**src/rtl/hilo_unit_pkg.sv**
```systemverilog
// Shared constants and types for the HI/LO register pair and its
// iterative divider.
package hilo_unit_pkg;

  // Architectural data width used across the datapath.
  localparam int HILO_LENGTH = 32;

  // FSM state encodings, kept as plain 2-bit constants so they can be
  // mirrored by the legacy header defines.
  localparam logic [1:0] HILO_IDLE = 2'd0;
  localparam logic [1:0] HILO_RUN  = 2'd1;
  localparam logic [1:0] HILO_DONE = 2'd2;

  // Per-divide context captured when the divide is accepted.
  typedef struct packed {
    logic q_neg;  // negate the quotient on commit
    logic r_neg;  // negate the remainder on commit (dividend sign)
    logic dbz;    // divisor was zero: commit the fixed override values
  } div_ctx_t;

endpackage

```
**src/rtl/hilo_unit_div_core.sv**
```systemverilog
// Restoring divider iterator: one quotient bit per step, MSB first.
// Operates on unsigned magnitudes only; sign handling lives in the parent.
module hilo_unit_div_core
  import hilo_unit_pkg::*;
#(
  parameter int WIDTH = HILO_LENGTH,
  parameter int CNT_W = 5
) (
  input  logic             clk,
  input  logic             rst_n,
  input  logic             start_i,     // load operands, clear remainder/counter
  input  logic             step_i,      // perform one iteration
  input  logic [WIDTH-1:0] dividend_i,
  input  logic [WIDTH-1:0] divisor_i,
  output logic             last_o,      // current step is the final one
  output logic [WIDTH-1:0] quot_o,
  output logic [WIDTH-1:0] rem_o
);

  localparam logic [CNT_W-1:0] LAST_CNT = CNT_W'(WIDTH - 1);

  // The dividend register doubles as the quotient shift register: each
  // step shifts one dividend bit out the top and one quotient bit in.
  logic [WIDTH-1:0] rem_q, rem_d;
  logic [WIDTH-1:0] dvd_q, dvd_d;
  logic [WIDTH-1:0] dvs_q, dvs_d;
  logic [CNT_W-1:0] cnt_q, cnt_d;

  // One extra bit on the trial subtract exposes the borrow.
  logic [WIDTH:0] shifted_s;
  logic [WIDTH:0] diff_s;

  // Trial subtraction and next-state selection for one iteration.
  always_comb begin
    shifted_s = {rem_q, dvd_q[WIDTH-1]};
    diff_s    = shifted_s - {1'b0, dvs_q};
    rem_d     = rem_q;
    dvd_d     = dvd_q;
    dvs_d     = dvs_q;
    cnt_d     = cnt_q;
    if (start_i) begin
      rem_d = {WIDTH{1'b0}};
      dvd_d = dividend_i;
      dvs_d = divisor_i;
      cnt_d = {CNT_W{1'b0}};
    end else if (step_i) begin
      if (!diff_s[WIDTH]) begin
        rem_d = diff_s[WIDTH-1:0];
        dvd_d = {dvd_q[WIDTH-2:0], 1'b1};
      end else begin
        rem_d = shifted_s[WIDTH-1:0];
        dvd_d = {dvd_q[WIDTH-2:0], 1'b0};
      end
      cnt_d = cnt_q + {{(CNT_W-1){1'b0}}, 1'b1};
    end else begin
      rem_d = rem_q;
      dvd_d = dvd_q;
    end
  end

  // Iterator state registers.
  always_ff @(posedge clk or negedge rst_n) begin
    if (!rst_n) begin
      rem_q <= {WIDTH{1'b0}};
      dvd_q <= {WIDTH{1'b0}};
      dvs_q <= {WIDTH{1'b0}};
      cnt_q <= {CNT_W{1'b0}};
    end else begin
      rem_q <= rem_d;
      dvd_q <= dvd_d;
      dvs_q <= dvs_d;
      cnt_q <= cnt_d;
    end
  end

  assign last_o = (cnt_q == LAST_CNT);
  assign quot_o = dvd_q;
  assign rem_o  = rem_q;

endmodule

```
**src/rtl/hilo_unit.sv**
```systemverilog
// HI/LO architectural register pair plus a 32-iteration DIV/DIVU engine.
// Writes from MULT/MTHI/MTLO land here; divides stall the pipeline via busy.
module hilo_unit
  import hilo_unit_pkg::*;
#(
  parameter int WIDTH = HILO_LENGTH,
  parameter int CNT_W = 5
) (
  input  logic             clk,
  input  logic             rst_n,
  input  logic             w_hilo,
  input  logic [WIDTH-1:0] write_hi,
  input  logic [WIDTH-1:0] write_lo,
  input  logic             div_start,
  input  logic             div_signed,
  input  logic [WIDTH-1:0] div_a,
  input  logic [WIDTH-1:0] div_b,
  input  logic             flush,
  output logic [WIDTH-1:0] hi,
  output logic [WIDTH-1:0] lo,
  output logic             busy,
  output logic             div_done
);

  // Two's-complement negate when en is set.
  function automatic logic [WIDTH-1:0] neg_if(input logic [WIDTH-1:0] v,
                                              input logic             en);
    logic [WIDTH-1:0] r;
    if (en) begin
      r = (~v) + {{(WIDTH-1){1'b0}}, 1'b1};
    end else begin
      r = v;
    end
    return r;
  endfunction

  logic [1:0]       state_q, state_d;
  logic [WIDTH-1:0] hi_q, hi_d;
  logic [WIDTH-1:0] lo_q, lo_d;
  div_ctx_t         ctx_q, ctx_d;
  // Raw dividend kept for the divide-by-zero HI value.
  logic [WIDTH-1:0] a_raw_q, a_raw_d;

  logic             a_sign_s, b_sign_s;
  logic [WIDTH-1:0] a_abs_s, b_abs_s;
  logic             core_start_s, core_step_s, core_last_s;
  logic [WIDTH-1:0] core_quot_s, core_rem_s;

  // Operand conditioning: magnitudes only for signed divides.
  always_comb begin
    a_sign_s = div_signed & div_a[WIDTH-1];
    b_sign_s = div_signed & div_b[WIDTH-1];
    a_abs_s  = neg_if(div_a, a_sign_s);
    b_abs_s  = neg_if(div_b, b_sign_s);
  end

  // FSM, HI/LO write arbitration and result commit with sign fix-up.
  always_comb begin
    state_d      = state_q;
    hi_d         = hi_q;
    lo_d         = lo_q;
    ctx_d        = ctx_q;
    a_raw_d      = a_raw_q;
    core_start_s = 1'b0;
    core_step_s  = 1'b0;
    case (state_q)
      HILO_IDLE: begin
        if (flush) begin
          state_d = HILO_IDLE;
        end else if (div_start) begin
          // A divide beats a same-cycle HI/LO write.
          core_start_s = 1'b1;
          ctx_d.q_neg  = a_sign_s ^ b_sign_s;
          ctx_d.r_neg  = a_sign_s;
          ctx_d.dbz    = (div_b == {WIDTH{1'b0}});
          a_raw_d      = div_a;
          state_d      = HILO_RUN;
        end else if (w_hilo) begin
          hi_d = write_hi;
          lo_d = write_lo;
        end else begin
          state_d = HILO_IDLE;
        end
      end
      HILO_RUN: begin
        if (flush) begin
          state_d = HILO_IDLE;
        end else begin
          core_step_s = 1'b1;
          if (core_last_s) begin
            state_d = HILO_DONE;
          end else begin
            state_d = HILO_RUN;
          end
        end
      end
      HILO_DONE: begin
        if (flush) begin
          state_d = HILO_IDLE;
        end else begin
          // Divide by zero commits a fixed pattern; no early exit is taken.
          if (ctx_q.dbz) begin
            lo_d = {WIDTH{1'b1}};
            hi_d = a_raw_q;
          end else begin
            lo_d = neg_if(core_quot_s, ctx_q.q_neg);
            hi_d = neg_if(core_rem_s, ctx_q.r_neg);
          end
          state_d = HILO_IDLE;
        end
      end
      default: begin
        state_d = HILO_IDLE;
      end
    endcase
  end

  // Control and architectural registers.
  always_ff @(posedge clk or negedge rst_n) begin
    if (!rst_n) begin
      state_q <= HILO_IDLE;
      hi_q    <= {WIDTH{1'b0}};
      lo_q    <= {WIDTH{1'b0}};
      ctx_q   <= '0;
      a_raw_q <= {WIDTH{1'b0}};
    end else begin
      state_q <= state_d;
      hi_q    <= hi_d;
      lo_q    <= lo_d;
      ctx_q   <= ctx_d;
      a_raw_q <= a_raw_d;
    end
  end

  hilo_unit_div_core #(
    .WIDTH (WIDTH),
    .CNT_W (CNT_W)
  ) u_div_core (
    .clk        (clk),
    .rst_n      (rst_n),
    .start_i    (core_start_s),
    .step_i     (core_step_s),
    .dividend_i (a_abs_s),
    .divisor_i  (b_abs_s),
    .last_o     (core_last_s),
    .quot_o     (core_quot_s),
    .rem_o      (core_rem_s)
  );

  assign hi       = hi_q;
  assign lo       = lo_q;
  assign busy     = (state_q != HILO_IDLE);
  assign div_done = (state_q == HILO_DONE);

endmodule

```
**config.mk**
```make
export PLATFORM = sky130hd
export DESIGN_NAME = hilo_unit
export DESIGN_NICKNAME = d
export VERILOG_FILES = /design/src/rtl/hilo_unit_pkg.sv /design/src/rtl/hilo_unit_div_core.sv /design/src/rtl/hilo_unit.sv
export SDC_FILE = /design/constraint.sdc
export NUM_CORES = 1
export LEC_CHECK = 0
export ABC_AREA = 1
export BUFFER_PORTS_ARGS = -buffer_cell sky130_fd_sc_hd__buf_2
export CAP_MARGIN = 20
export CELL_PAD_IN_SITES_DETAIL_PLACEMENT = 1
export CELL_PAD_IN_SITES_GLOBAL_PLACEMENT = 2
export CORE_ASPECT_RATIO = 1.2
export CORE_MARGIN = 4
export CORE_UTILIZATION = 35
export DETAILED_ROUTE_END_ITERATION = 6
export GPL_ROUTABILITY_DRIVEN = 0
export PLACE_DENSITY_LB_ADDON = 0.3
export SLEW_MARGIN = 20
export SYNTH_ARGS = -nofsm -noshare
export SYNTH_HDL_FRONTEND = slang
export SYNTH_SLANG_ARGS = --single-unit
export TNS_END_PERCENT = 5
```
**constraint.sdc**
```tcl
create_clock -name clk -period 6.8 [get_ports clk]
set_input_delay 1.36 -clock clk [delete_from_list [all_inputs] [get_ports clk]]
set_output_delay 1.36 -clock clk [all_outputs]
set_load 0.05 [all_outputs]
```
==> impl_metrics.toml <==
[floorplan]
core_um2 = 43100
die-area_um2 = 47300
die_x_um = 199
initial_utilization = 0.356
io_pins = 200
rows = 83
die_h_um = 237

[power_and_ir_drop]
combPwrFrac = 0.587
powerDensity_nw_per_um2 = 442
power_leakage_uw = 0.00914
p_seq_frac = 0.243
p_total_uw = 7770
p_sw_uw = 4110
intPower_uw = 3650
vdd_drop_max_uv = 189
p_sw_frac = 0.530
clkPwrFrac = 0.170

[final_layout]
area_growth_pct = 14.5
nets = 2716
final_cell_area_um2 = 17600
drive_gt1_frac = 0.127
instances_no_fill = 3115

[worst_setup_path]
crit_path_frequent_cell = "nand2_1"
slowest_stage = "clkinv_1"
cp.required_ns = 7.24
crit_family = "simple AND/OR/NAND/NOR gates"
cp.arrival_ns = 3.85
path_class = "in2reg"
endpoint_kind = "flop"
crit_path_max_fanout = 26
worst_path_largest_cell_delay_ns = 0.81
cp.buffers_inverters = 4
start_kind = "primary input"
path_cells = "buf_2 > nand2_1 > clkinv_1 > nand2_1 > nand2_1 > inv_1 > nand2_1 > nand2_1 > nand3_1 > o21ai_0 > inv_1"

[sta]
max_slew_margin = 0.288
finalHoldViolations = 0
setup_viol = 0
tightest_slew_ns = 1.07
period_needed_ns = 3.41
slew_viol_final = 0
fmax_ghz = 0.293
tns_ns = 0
rsz0062_at_grt = "false"
fin_skew_ns = 0.0328
post-route-period-util = 0.502

[grt]
grt_max_degree = 105
grt_pass1_vias = 16900
overflow = 0
grt.total_usage = 0.262
grt_pass1_wl_um = 97800
antenna_found_initial = 0

[logic_synthesis]
ys_seq_area_frac = 0.329
synth_seq_cells = 202
synth_area_per_cell_um2 = 6.42
synth_nets = 2566
synth_area_um2 = 15400
ys_types = 53
synthCells = 2393
synth_warnings = 0

[routing]
routed-via-count = 16600
routedWlPerCell_um = 20.4
dr.pass1.iters = 5
ant_nets = 0
vias_per_cell = 5.34
drt_iter0_markers = 832
drcViolationCount = 0
wirelength_um = 63600

[placed_design]
place_area_um2 = 16800
dp_hpwl_um = 50600
dp_cells = 3069
io_buffers = 199

[outcome]
run_status = "complete, no violations"

[clock_tree]
cts_tree = "yes"
cts_hold_buffers = 0
cts_sinks = 202
cts_made_buffers = 24
clk_latency_ns = 0.55
clockRootBuffer = "clkbuf_16"
clk_pin_slew_ns = 0.06
clockBufferDepth = 3
cts_resized = 0
post_cts_buffers = 0
h-tree-depth = 1

[hold_path]
worstHoldPathType = "reg2reg"

[job]
cap_violations = 0
[logic make-up after synthesis]
family / Yosys count / share of synthesized area
buf+inv: 423 / 0.108
compound gates: 421 / 0.151
xor+xnor: 52 / 0.0297
flops: 202 / 0.329
fa+ha+maj: 39 / 0.0323
simple gates: 1256 / 0.350
[Yosys cell counts (all sizes together)]
| cell | count | area [µm²] |
|---|---|---|
| nand3 | 204 | 1040 |
| clkinv | 2 | 7.51 |
| o21a | 1 | 7.51 |
| o211ai | 17 | 128 |
| o21ai | 183 | 920 |
| a21oi | 161 | 825 |
| xnor2 | 16 | 140 |
| a211oi | 4 | 30.0 |
| o41ai | 4 | 35.0 |
| o22ai | 15 | 93.8 |
| o21bai | 11 | 82.6 |
| nor2 | 268 | 1040 |
| xor2 | 36 | 315 |
| o31ai | 3 | 22.5 |
| a22o | 2 | 17.5 |
| ha | 38 | 475 |
| nor4 | 2 | 12.5 |
| fa | 1 | 20.0 |
| a32oi | 1 | 8.76 |
| and3 | 2 | 12.5 |
| a21o | 3 | 22.5 |
| dfrtp | 202 | 5050 |
| nand2 | 693 | 2740 |
| clkbuf | 57 | 214 |
| o221ai | 8 | 70.1 |
| a31oi | 7 | 43.8 |
| and2 | 5 | 31.3 |
| nor3 | 32 | 176 |
| nand4 | 36 | 225 |
| buf | 30 | 185 |
| inv | 334 | 1250 |
| o32ai | 1 | 8.76 |
| or2 | 5 | 31.3 |
| nand3b | 9 | 67.6 |
[worst min-delay path: stages (launching register included)]
cell and delay [ns]:
dfrtp_1 0.34, nand2_1 0.05, nand2_1 0.05
[power groups by stage]
| stage | combinational (µW) | clock (µW) | sequential, µW |
|---|---|---|---|
| 6_report | 4560 | 1320 | 1890 |
| 2_1_floorplan | 3070 | 0 | 2050 |
| 5_1_grt | 5100 | 1390 | 1930 |
| 3_3_place_gp | 4450 | 0 | 1880 |
| 3_5_place_dp | 4550 | 0 | 1900 |
| 4_1_cts | 4570 | 1350 | 1880 |
[cell type report]
cell class	instances	area (µm²)
fillers	5719	25500
multi-input cells	1768	8650
flip-flops and latches	202	5050
inverters	336	1260
repair buffers	211	1110
clock buffers	37	739
well taps	552	691
clock inverters	6	66.3
diodes	3	7.51
[worst paths after layout]
kind                       depth (start not counted)  slack, ns                  start                    end
max                                               11       3.39             div_signed  u_div_core.quot_o[30]
max in group asynchronous                          2       4.75                  rst_n    u_div_core.dvs_q[3]
min                                                2       0.47                 lo[28]                 lo[28]
max reg2reg                                       16       3.95  u_div_core.quot_o[31]   u_div_core.rem_o[29]
min reg2reg                                        2       0.47                 lo[28]                 lo[28]
min in group asynchronous                          1       0.96                  rst_n                 hi[16]
[flip-flops by register name, indices dropped and copies added, names as in the netlist]
| register | count |
|---|---|
| a_raw_q | 32 |
| ctx_q | 3 |
| hi | 32 |
| lo | 32 |
| state_q | 2 |
| u_div_core.cnt_q | 5 |
| u_div_core.dvs_q | 32 |
| u_div_core.quot_o | 32 |
| u_div_core.rem_o | 32 |
[per-stage QoR]
stage | hold slack [ns] | utilization | setup slack, ns
final | 0.473 | 0.408 | 3.39
after global placement | 0.452 | 0.389 | 2.99
after global routing | 0.491 | 0.408 | 3.17
after CTS | 0.478 | 0.408 | 3.46
after floorplan | 0.437 | - | 3.98
after detailed placement | 0.462 | 0.389 | 2.94
[metal layers]
metal  wire, µm  up-vias  share of wire  GRT usage
met5          0        -              0          0
met4       3830        0          0.060      0.136
met3       2670      125          0.042     0.0206
met2      31200      422           0.49      0.452
met1      25900     8078           0.41      0.325
li1           -     8003              -          -
[cells in the final DEF, fill, tap and decap left out, drive strengths merged]
| cell | n |
|---|---|
| a211oi | 4 |
| a21o | 3 |
| a21oi | 161 |
| a22o | 2 |
| a31oi | 7 |
| a32oi | 1 |
| and2 | 5 |
| and3 | 2 |
| buf | 210 |
| bufinv | 1 |
| clkbuf | 38 |
| clkinv | 7 |
| dfrtp | 202 |
| diode | 3 |
| fa | 1 |
| ha | 38 |
| inv | 334 |
| nand2 | 693 |
| nand3 | 204 |
| nand3b | 9 |
| nand4 | 36 |
| nor2 | 268 |
| nor3 | 32 |
| nor4 | 2 |
| o211ai | 17 |
| o21a | 1 |
| o21ai | 183 |
| o21bai | 11 |
| o221ai | 8 |
| o22ai | 15 |
| o31ai | 3 |
| o32ai | 1 |
| o41ai | 4 |
| or2 | 5 |
| xnor2 | 16 |
| xor2 | 36 |
Note: power is estimated with default switching activity, not from simulation.
